[src/rtl/cgol_frame_sequencer.sv]
// Game-of-Life LED frame sequencer: streams cell states to a WS2812B driver,
// latches the frame, holds it on display, then requests the next generation.
module cgol_frame_sequencer #(
  parameter int unsigned NUM_PIXELS     = 64,
  parameter logic [23:0] ALIVE_COLOR    = 24'h001000,
  parameter logic [23:0] DEAD_COLOR     = 24'h000000,
  parameter int unsigned LATCH_CYCLES   = 600,
  parameter int unsigned HOLD_CYCLES    = 6000000,
  parameter int unsigned TIMEOUT_CYCLES = 1000000,
  localparam int unsigned AW = (NUM_PIXELS > 1) ? $clog2(NUM_PIXELS) : 1
) (
  input  logic          clk,
  input  logic          rst,
  input  logic          i_run,
  output logic          cgol_start,
  input  logic          cgol_done,
  output logic          mem_sel,
  output logic          pix_rd,
  output logic [AW-1:0] pix_addr,
  input  logic          pix_alive,
  output logic          ws_load,
  output logic [23:0]   ws_color,
  output logic          ws_transmit,
  input  logic          ws_pixel_done,
  output logic          busy,
  output logic          o_error,
  output logic [15:0]   frame_count
);

  localparam int unsigned CMAX_LH = (LATCH_CYCLES > HOLD_CYCLES) ? LATCH_CYCLES : HOLD_CYCLES;
  localparam int unsigned CMAX    = (CMAX_LH > TIMEOUT_CYCLES) ? CMAX_LH : TIMEOUT_CYCLES;
  localparam int unsigned CW      = $clog2(CMAX + 1);

  typedef enum logic [2:0] {
    IDLE, FETCH, WAIT_DATA, SEND, LATCH, HOLD, COMPUTE
  } state_t;

  state_t        state_q, state_d;
  logic [AW-1:0] index_q, index_d;
  logic [CW-1:0] cnt_q, cnt_d;
  logic          err_q, err_d;
  logic [23:0]   color_q, color_d;
  logic [15:0]   frame_cnt_q;
  logic [15:0]   frame_cnt_d;
  logic          frame_inc;
  logic          start_block_q;
  logic          cgol_start_q, mem_sel_q, pix_rd_q, ws_load_q, ws_transmit_q, busy_q;

  assign frame_cnt_d = frame_inc ? frame_cnt_q + 16'd1 : frame_cnt_q;

  // Next-state logic; one shared counter serves LATCH, HOLD and COMPUTE timing
  always_comb begin
    state_d   = state_q;
    index_d   = index_q;
    cnt_d     = cnt_q;
    err_d     = err_q;
    color_d   = color_q;
    frame_inc = 1'b0;
    case (state_q)
      IDLE: begin
        // start_block_q keeps the first cycle out of reset quiet
        if (i_run && !err_q && !start_block_q) begin
          state_d = FETCH;
          index_d = '0;
        end
      end
      FETCH: state_d = WAIT_DATA;
      WAIT_DATA: begin
        color_d = pix_alive ? ALIVE_COLOR : DEAD_COLOR;
        state_d = SEND;
      end
      SEND: begin
        if (ws_pixel_done) begin
          if (index_q == AW'(NUM_PIXELS - 1)) begin
            index_d = '0;
            cnt_d   = '0;
            state_d = LATCH;
          end else begin
            index_d = index_q + AW'(1);
            state_d = FETCH;
          end
        end
      end
      LATCH: begin
        if (cnt_q == CW'(LATCH_CYCLES - 1)) begin
          cnt_d     = '0;
          frame_inc = 1'b1;
          state_d   = HOLD;
        end else begin
          cnt_d = cnt_q + CW'(1);
        end
      end
      HOLD: begin
        if (cnt_q == CW'(HOLD_CYCLES - 1)) begin
          cnt_d   = '0;
          state_d = i_run ? COMPUTE : IDLE;
        end else begin
          cnt_d = cnt_q + CW'(1);
        end
      end
      COMPUTE: begin
        // A done arriving on the final timeout cycle still wins
        if (cgol_done) begin
          cnt_d   = '0;
          index_d = '0;
          state_d = FETCH;
        end else if (cnt_q == CW'(TIMEOUT_CYCLES - 1)) begin
          cnt_d   = '0;
          err_d   = 1'b1;
          state_d = IDLE;
        end else begin
          cnt_d = cnt_q + CW'(1);
        end
      end
      default: state_d = IDLE;
    endcase
  end

  // State and registered outputs, derived from the state being entered
  always_ff @(posedge clk) begin
    if (rst) begin
      state_q       <= IDLE;
      index_q       <= '0;
      cnt_q         <= '0;
      err_q         <= 1'b0;
      color_q       <= '0;
      frame_cnt_q   <= '0;
      start_block_q <= 1'b1;
      cgol_start_q  <= 1'b0;
      mem_sel_q     <= 1'b0;
      pix_rd_q      <= 1'b0;
      ws_load_q     <= 1'b0;
      ws_transmit_q <= 1'b0;
      busy_q        <= 1'b0;
    end else begin
      state_q       <= state_d;
      index_q       <= index_d;
      cnt_q         <= cnt_d;
      err_q         <= err_d;
      color_q       <= color_d;
      frame_cnt_q   <= frame_cnt_d;
      start_block_q <= 1'b0;
      cgol_start_q  <= (state_d == COMPUTE) && (state_q != COMPUTE);
      mem_sel_q     <= (state_d == FETCH) || (state_d == WAIT_DATA) || (state_d == SEND);
      pix_rd_q      <= (state_d == FETCH);
      ws_load_q     <= (state_d == SEND) && (state_q == WAIT_DATA);
      ws_transmit_q <= (state_d == SEND);
      busy_q        <= (state_d != IDLE);
    end
  end

  assign cgol_start  = cgol_start_q;
  assign mem_sel     = mem_sel_q;
  assign pix_rd      = pix_rd_q;
  assign pix_addr    = index_q;
  assign ws_load     = ws_load_q;
  assign ws_color    = color_q;
  assign ws_transmit = ws_transmit_q;
  assign busy        = busy_q;
  assign o_error     = err_q;
  assign frame_count = frame_cnt_q;

endmodule

[config.mk]
export PLATFORM = sky130hd
export DESIGN_NAME = cgol_frame_sequencer
export DESIGN_NICKNAME = d
export VERILOG_FILES = /design/src/rtl/cgol_frame_sequencer.sv
export SDC_FILE = /design/constraint.sdc
export NUM_CORES = 1
export LEC_CHECK = 0
export CORE_MARGIN = 1
export CORE_UTILIZATION = 56
export DETAILED_ROUTE_END_ITERATION = 8
export HOLD_SLACK_MARGIN = 0.1
export PLACE_DENSITY = 0.85
export SLEW_MARGIN = 20
export SYNTH_ARGS = -nofsm -noshare
export SYNTH_HDL_FRONTEND = slang
export SYNTH_SLANG_ARGS = --single-unit
[constraint.sdc]
create_clock -name clk -period 6.4 [get_ports clk]
set_input_delay 0.96 -clock clk [delete_from_list [all_inputs] [get_ports clk]]
set_output_delay 0.96 -clock clk [all_outputs]
set_load 0.005 [all_outputs]
==> results.json, run 1 <==
{
  "leakage_uw": 0.00132,
  "grt_antenna_before_repair": 0,
  "htree_levels": 3,
  "worst_slew_pin_slew_ns": 0.891,
  "worstSetupEndpointType": "register",
  "post_cts_buffers": 0,
  "yosysUniqueCellTypes": 62,
  "slew_viol_final": 0,
  "die_h_um": 77.0,
  "drt-total-wl_mm": 7.08,
  "grt.overflow.total": 0,
  "nets": 403,
  "stdcell_count": 468,
  "fp.dieW_um": 77.0,
  "synth-simple-area-share_pct": 30.4,
  "finish.utilization_pct": 68.7,
  "synth_top_family_by_area": "simple AND/OR/NAND/NOR gates",
  "hold_violations": 0,
  "fp-row-count": 26,
  "required_ns": 6.60,
  "cts_tree": "yes",
  "drc_errors": 0,
  "grt_max_degree": 34,
  "drtIter0Drc": 119,
  "fin_skew_ns": 0.0105,
  "detail_route.vias_per_cell": 5.72,
  "reg2reg_slack_ns": 3.19,
  "synthMuxAreaShare_pct": 2.82,
  "pwr-share-seq_pct": 49.5,
  "synth-compound-area-share_pct": 12.3,
  "total_power_uw": 750,
  "synth-edff-count": 0,
  "clkPwrFrac_pct": 43.0,
  "maxSlewHeadroom_pct": 40.1,
  "finalCriticalPeriod_ns": 3.21,
  "finalSetupViolCount": 0,
  "clockRootBuffer": "clkbuf_8",
  "async_flop_share_pct": 0,
  "crit_fanout": 13,
  "ys_seq_elements": 57,
  "dp.cells": 453,
  "io_buffer_count": 35,
  "num_io_pins": 59,
  "vias": 2678,
  "first_pass_iters": 5,
  "slowest_stage": "o41ai_4",
  "cap_violations": 0,
  "yosys.area_share.xor_xnor_pct": 8.06,
  "cts_buffer_depth": 2,
  "synthesis.area_sq_um": 3150,
  "cp_slowest_stage_delay_ns": 0.80,
  "setup_tns_ns": 0,
  "clk_latency_ns": 0.34,
  "die_area_sq_um": 5930,
  "fillers": 439,
  "worstSetupPathType": "reg -> reg",
  "timing.fmax_mhz": 312,
  "core_sq_um": 5270,
  "combPwrFrac_pct": 7.5,
  "drive_gt1_share_pct": 9.05,
  "dpl.hpwl_mm": 4.94,
  "initial_core_util_pct": 59.8,
  "max-vdd-ir-drop_uv": 195,
  "cts.clk_slew.worst_paths_ns": 0.07,
  "synth_top_area_share_pct": 36.2,
  "antennaDiodeCount": 0,
  "cts_hold_buf": 0,
  "period_share_pct": 50.1,
  "postRouteAntennaNets": 0,
  "grt_usage_pct": 25.4,
  "yosysSeqAreaShare_pct": 36.2,
  "cp.arrival_ns": 3.41,
  "rsz0062_at_grt": "no",
  "power_density_nw_per_um2": 207,
  "grt_pass1_wl_mm": 11.9,
  "area_growth_pct": 14.8,
  "hold_class": "reg -> reg",
  "syn_area_per_cell_sq_um": 8.73,
  "placed_area_sq_um": 3440,
  "path_cells": "ha_1 -> and2_0 -> nand4_1 -> o41a_1 -> o41ai_4 -> nor2_1",
  "post_cts_resized": 0,
  "yosysWarningCount": 0,
  "ys_top_cells_by_area": "dfxtp_1 36%, buf_4 5.5%, nor2_1 5.2%",
  "gp_congestion": 0.863,
  "wire_per_inst_um": 15.1,
  "numCtsBuffers": 9,
  "swShare_pct": 24.9,
  "status": "finished clean",
  "synth_top_area_cell": "dfxtp_1",
  "synth_ff_type": "dfxtp_1",
  "grt_pass1_vias": 2532,
  "synth_fa_ha_area_share_pct": 1.19,
  "stdcell_area_sq_um": 3620,
  "p_int_uw": 564,
  "worstSetupStartpointType": "register",
  "p_sw_uw": 187,
  "syn_inst": 361,
  "clock_sinks": 57
}
[power by group through the flow]
stage | Combinational [uW] | Clock, uW | Sequential, uW
2_1_floorplan | 45.9 | 0 | 375
3_3_place_gp | 53.3 | 0 | 379
3_5_place_dp | 54.9 | 0 | 379
4_1_cts | 56.0 | 324 | 371
5_1_grt | 62.7 | 342 | 372
6_report | 56.5 | 322 | 371
[layout make-up]
type / count / area, sq um / area share [%]
Multi-Input combinational cell: 281 / 1810 / 50.1
Sequential cell: 57 / 1140 / 31.5
Timing Repair Buffer: 37 / 365 / 10.1
Clock buffer: 9 / 124 / 3.42
Tap cell: 70 / 87.6 / 2.42
Clock inverter: 6 / 60.1 / 1.66
Inverter: 8 / 30.0 / 0.829
[flip-flops by register name, summed over array words and instances, names as in the netlist, 3 cells and up]
register,flops
frame_count,16
cnt_q,23
state_q,3
pix_addr,6
[stage by stage]
| step | hold slack, ns | setup slack (ns) |
|---|---|---|
| finish | 0.485 | 3.19 |
| CTS | 0.485 | 3.24 |
| detailed placement | 0.475 | 3.26 |
| global route | 0.506 | 2.99 |
| floorplan | 0.444 | 4.22 |
| global placement | 0.460 | 3.32 |
[cells in the mapped netlist, types with 3 or more instances]
master and number:
a21boi_0 4, a21oi_1 9, and3_1 9, and4_1 8, buf_4 23, buf_6 3
clkbuf_1 7, dfxtp_1 57, ha_1 3, inv_1 8, mux2_1 3, mux2_2 4
nand2_1 28, nand2b_1 3, nand3_1 15, nand4_1 13, nor2_1 44, nor2b_1 11
nor3_1 5, nor3b_1 5, nor4_1 8, o21ai_0 12, o31ai_1 4, xnor2_1 15
xor2_1 14
[per-layer routing]
| metal | up-vias | part of all wire (%) | GRT usage (%) |
|---|---|---|---|
| met3 | 9 | 6.9 | 8.33 |
| met5 | - | 0 | 0 |
| li1 | 1302 | - | - |
| met1 | 1257 | 42 | 29.9 |
| met4 | 0 | 1.4 | 7.92 |
| met2 | 110 | 50 | 43.4 |
[cells by family (layout without fill, tap and decap cells)]
group,after synthesis,in the layout
flops,57,57
other cells,1,23
xor+xnor,29,29
compound gates,50,50
fa+ha+maj,3,3
simple gates,168,168
buf+inv,45,60
mux,8,8
[worst max-delay path, delay by kind of cell, from the launching register on]
family	cells	cell delay [ns]
compound gates	2	1.49
simple gates	3	0.97
flops	1	0.39
fa+ha+maj	1	0.22
[layout by cell type, fill, tap and decap left out, types with 11 or more instances in the layout]
cell type	synthesis	routed
nand2_1	28	28
xnor2_1	15	15
conb_1	1	23
nor2b_1	11	11
clkdlybuf4s50_1	0	35
xor2_1	14	14
nand4_1	13	13
o21ai_0	12	12
dfxtp_1	57	57
nand3_1	15	15
nor2_1	44	44
[path summary, 6_finish.rpt]
| kind | start | to | cells past startpoint |
|---|---|---|---|
| min reg2reg | cnt_q[1]$_SDFFE_PP0P_ | cnt_q[1]$_SDFFE_PP0P_ | 2 |
| max reg2reg | cnt_q[0]$_SDFFE_PP0P_ | cnt_q[4]$_SDFFE_PP0P_ | 6 |
| max | cnt_q[0]$_SDFFE_PP0P_ | cnt_q[4]$_SDFFE_PP0P_ | 6 |
| min | cnt_q[1]$_SDFFE_PP0P_ | cnt_q[1]$_SDFFE_PP0P_ | 2 |
Power figures use the tool's default switching activity.
==> run 2, diff against run 1 <==
Settings changed: CORE_UTILIZATION 56 to 52, PLACE_DENSITY 0.85 to 0.8.
Clock period 6.4 ns to 3.1 ns, I/O delays scaled along.
==> results.json, run 2 (same netlist as run 1, synthesis figures left out) <==
{
  "grt_pass1_vias": 2311,
  "finalSetupViolCount": 0,
  "post_cts_resized": 0,
  "cts_buffer_depth": 2,
  "clockRootBuffer": "clkbuf_8",
  "total_power_uw": 1570,
  "hold_class": "reg -> reg",
  "num_io_pins": 59,
  "largest_register_ffs": 23,
  "nets": 405,
  "drive_gt1_share_pct": 9.25,
  "die_area_sq_um": 6380,
  "finish.utilization_pct": 64.3,
  "dp.cells": 457,
  "p_int_uw": 1210,
  "finalCriticalPeriod_ns": 2.56,
  "required_ns": 3.29,
  "initial_core_util_pct": 55.6,
  "r2r_start": "cnt_q[0]$_SDFFE_PP0P_",
  "clock_sinks": 57,
  "fp.dieW_um": 79.9,
  "drt-total-wl_mm": 6.66,
  "worstSetupEndpointType": "register",
  "area_growth_pct": 15.8,
  "stdcell_count": 472,
  "p_sw_uw": 361,
  "timing.fmax_mhz": 391,
  "layout_common_cells": "57 x dfxtp_1, 44 x nor2_1, 35 x clkdlybuf4s50_1",
  "worstSetupPathType": "reg -> reg",
  "crit_fanout": 13,
  "numCtsBuffers": 9,
  "period_share_pct": 82.6,
  "clkPwrFrac_pct": 44.1,
  "grt_pass1_wl_mm": 11.0,
  "fin_skew_ns": 0.00660,
  "final_common_cell": "dfxtp_1",
  "clk_latency_ns": 0.34,
  "grt_max_degree": 33,
  "max-vdd-ir-drop_uv": 294,
  "hold_violations": 0,
  "pwr-share-seq_pct": 48.7,
  "gp_congestion": 0.854,
  "largest_register": "cnt_q",
  "postRouteAntennaNets": 0,
  "first_pass_iters": 4,
  "core_sq_um": 5680,
  "hold_start": "cnt_q[1]$_SDFFE_PP0P_",
  "worstSetupStartpointType": "register",
  "dpl.hpwl_mm": 4.67,
  "combPwrFrac_pct": 7.1,
  "io_buffer_count": 35,
  "grt_antenna_before_repair": 0,
  "drc_errors": 0,
  "fp-row-count": 27,
  "post_cts_buffers": 0,
  "path_cells": "ha_1 -> and2_0 -> buf_4 -> nand4_1 -> o41a_1 -> o41ai_4 -> nor2_1",
  "htree_levels": 3,
  "wire_per_inst_um": 14.1,
  "slew_viol_final": 0,
  "setup_tns_ns": 0,
  "cts.clk_slew.worst_paths_ns": 0.06,
  "leakage_uw": 0.00134,
  "grt.overflow.total": 0,
  "slowest_stage": "o41ai_4",
  "cts_tree": "yes",
  "cp-startpoint": "cnt_q[0]$_SDFFE_PP0P_",
  "cp.arrival_ns": 2.75,
  "swShare_pct": 23.0,
  "drtIter0Drc": 195,
  "cts_hold_buf": 0,
  "detail_route.vias_per_cell": 5.61,
  "power_density_nw_per_um2": 430,
  "status": "finished clean",
  "antennaDiodeCount": 0,
  "vias": 2646,
  "worst_slew_pin_slew_ns": 0.967,
  "grt_usage_pct": 22.6,
  "cp_slowest_stage_delay_ns": 0.77,
  "die_h_um": 79.9,
  "maxSlewHeadroom_pct": 35.0,
  "cap_violations": 0,
  "rsz0062_at_grt": "no"
}
## run 2: critical path, delay by kind of cell (launching register included)
| kind | cells | cell delay [ns] |
|---|---|---|
| fa+ha+maj | 1 | 0.22 |
| compound gates | 2 | 1.29 |
| simple gates | 3 | 0.38 |
| flops | 1 | 0.39 |
| buf+inv | 1 | 0.14 |
## run 2: power groups by stage
stage	Combinational, uW	Sequential (uW)	Clock (uW)
after detailed placement	111	782	0
after global placement	110	781	0
after global routing	126	769	737
final	112	766	693
after CTS	112	766	709
after floorplan	94.7	774	0
## run 2: final cells by class
| type | count | area [sq um] |
|---|---|---|
| clock buffer | 12 | 155 |
| clock inverter | 3 | 40.0 |
| fill | 496 | 2030 |
| inverter | 8 | 30.0 |
| multi-input combinational | 281 | 1810 |
| sequential | 57 | 1140 |
| tap | 72 | 90.1 |
| timing repair buffer | 39 | 380 |
## run 2: routing by layer
| metal | track usage (%) | share of wire, % |
|---|---|---|
| met5 | 0 | 0 |
| met4 | 7.32 | 1.9 |
| met3 | 7.66 | 5.1 |
| met2 | 36.3 | 48 |
| met1 | 28.3 | 45 |
## run 2: worst paths after layout
kind | end | slack [ns] | cells past startpoint
setup / recovery | cnt_q[9]$_SDFFE_PP0P_ | 0.54 | 7
hold / removal | cnt_q[1]$_SDFFE_PP0P_ | 0.49 | 2
setup reg to reg | cnt_q[9]$_SDFFE_PP0P_ | 0.54 | 7
hold reg to reg | cnt_q[1]$_SDFFE_PP0P_ | 0.49 | 2
## run 2: metrics by stage
| stage | setup slack, ns | area, sq um | hold WS (ns) |
|---|---|---|---|
| 3_5_place_dp | 0.455 | 3450 | 0.483 |
| 5_1_grt | 0.322 | 3650 | 0.510 |
| 2_1_floorplan | 1.04 | 3240 | 0.444 |
| 6_report | 0.540 | 3650 | 0.494 |
| 3_3_place_gp | 0.547 | 3450 | 0.461 |
| 4_1_cts | 0.536 | 3650 | 0.492 |
==> run 3, diff against run 2 <==
Clock period 3.1 ns to 2.7 ns, I/O delays scaled along.
==> results.json, run 3 (same netlist as run 1, synthesis figures left out) <==
{
  "antennaDiodeCount": 0,
  "drc_errors": 0,
  "initial_core_util_pct": 55.6,
  "grt_antenna_before_repair": 0,
  "clock_sinks": 57,
  "htree_levels": 3,
  "gp_congestion": 0.863,
  "required_ns": 2.89,
  "grt_max_degree": 34,
  "drive_gt1_share_pct": 9.70,
  "cts.clk_slew.worst_paths_ns": 0.07,
  "critical_path_buf_inv_count": 0,
  "slew_viol_final": 0,
  "numCtsBuffers": 9,
  "worst_slew_pin_slew_ns": 0.686,
  "finalSetupViolCount": 0,
  "crit_fanout": 9,
  "worstSetupPathType": "reg -> reg",
  "post_cts_buffers": 0,
  "stdcell_area_sq_um": 3710,
  "grt_pass1_wl_mm": 11.1,
  "setup_tns_ns": 0,
  "worstSetupEndpointType": "register",
  "path_cells": "ha_1 -> and2_0 -> nand4_1 -> o41a_1 -> o21ai_0 -> a21boi_0",
  "postRouteAntennaNets": 0,
  "largest_register": "cnt_q",
  "fp.dieW_um": 79.9,
  "worstSetupStartpointType": "register",
  "layout_common_cells": "57 x dfxtp_1, 44 x nor2_1, 35 x clkdlybuf4s50_1",
  "placed_area_sq_um": 3480,
  "period_share_pct": 83.8,
  "cap_violations": 0,
  "io_buffer_count": 35,
  "status": "finished clean",
  "power_density_nw_per_um2": 522,
  "area_growth_pct": 17.7,
  "fp-row-count": 27,
  "fin_skew_ns": 0.0116,
  "num_io_pins": 59,
  "detail_route.vias_per_cell": 5.56,
  "fillers": 489,
  "timing.fmax_mhz": 442,
  "dpl.hpwl_mm": 4.71,
  "clk_latency_ns": 0.34,
  "critPathTopFamily": "compound AO/OA/AOI/OAI gates",
  "cts_tree": "yes",
  "drt-total-wl_mm": 6.69,
  "drtIter0Drc": 133,
  "wire_per_inst_um": 14.1,
  "post_cts_resized": 0,
  "vias": 2634,
  "finish.utilization_pct": 65.4,
  "cts_hold_buf": 0,
  "slowest_stage": "o21ai_0",
  "grt.overflow.total": 0,
  "cp_slowest_stage_delay_ns": 0.52,
  "reg2reg_slack_ns": 0.44,
  "hold_class": "reg -> reg",
  "leakage_uw": 0.00137,
  "whs_ns": 0.488,
  "first_pass_iters": 4,
  "die_area_sq_um": 6380,
  "maxSlewHeadroom_pct": 53.8,
  "hold_violations": 0,
  "rsz0062_at_grt": "no",
  "largest_register_ffs": 23,
  "grt_usage_pct": 22.6,
  "finalCriticalPeriod_ns": 2.26,
  "max-vdd-ir-drop_uv": 349,
  "cts_buffer_depth": 2,
  "clockRootBuffer": "clkbuf_8",
  "cp.arrival_ns": 2.45,
  "core_sq_um": 5680,
  "nets": 407,
  "die_h_um": 79.9,
  "grt_pass1_vias": 2361,
  "final_common_cell": "dfxtp_1"
}
==> run 3: changes by cell type in the layout (fill, tap and decap cells not counted), sizes merged <==
cell,change
clkinv,-2
buf,+2
bufinv,+1
clkbuf,+1
==> run 3: worst register-to-register path, cell delays in order (launching register included) <==
cell      delay, ns
dfxtp_1        0.37
ha_1           0.20
and2_0         0.18
nand4_1        0.15
o41a_1         0.51
o21ai_0        0.52
a21boi_0       0.18
==> run 3: per-layer routing <==
layer	global-route usage (%)	part of all wire [%]	vias up
met4	10.7	1.1	0
met5	0	0	-
li1	-	-	1312
met3	4.23	6.0	8
met1	28.1	45	1238
met2	37.4	47	76
==> run 3: layout make-up <==
class                   count  area (sq um)  area share, %
clock buffers              13           169           4.55
clock inverters             2          60.1           1.62
inverters                   8          30.0          0.809
multi-input cells         281          1810           48.9
flip-flops and latches     57          1140           30.7
well taps                  72          90.1           2.43
repair buffers             41           408           11.0
==> run 3: worst paths after layout <==
| kind | start | end | cells after the start |
|---|---|---|---|
| hold / removal | cnt_q[1]$_SDFFE_PP0P_ | cnt_q[1]$_SDFFE_PP0P_ | 2 |
| setup reg to reg | cnt_q[0]$_SDFFE_PP0P_ | mem_sel$_SDFF_PP0_ | 6 |
| setup / recovery | cnt_q[0]$_SDFFE_PP0P_ | mem_sel$_SDFF_PP0_ | 6 |
| hold reg to reg | cnt_q[1]$_SDFFE_PP0P_ | cnt_q[1]$_SDFFE_PP0P_ | 2 |
==> run 3: power by group <==
group          switching [uW]  leakage, uW  internal, uW
registers                19.4     0.000461           860
logic                    71.0     0.000789          64.0
clock network             333     0.000116           591
==> run 3: per-stage QoR <==
stage | setup slack [ns] | instances | power [uW]
after floorplan | 0.639 | 383 | 997
after global placement | 0.403 | 459 | 1030
after detailed placement | 0.339 | 459 | 1030
after CTS | 0.418 | 474 | 1950
after global routing | 0.278 | 474 | 2010
final | 0.437 | 474 | 1940
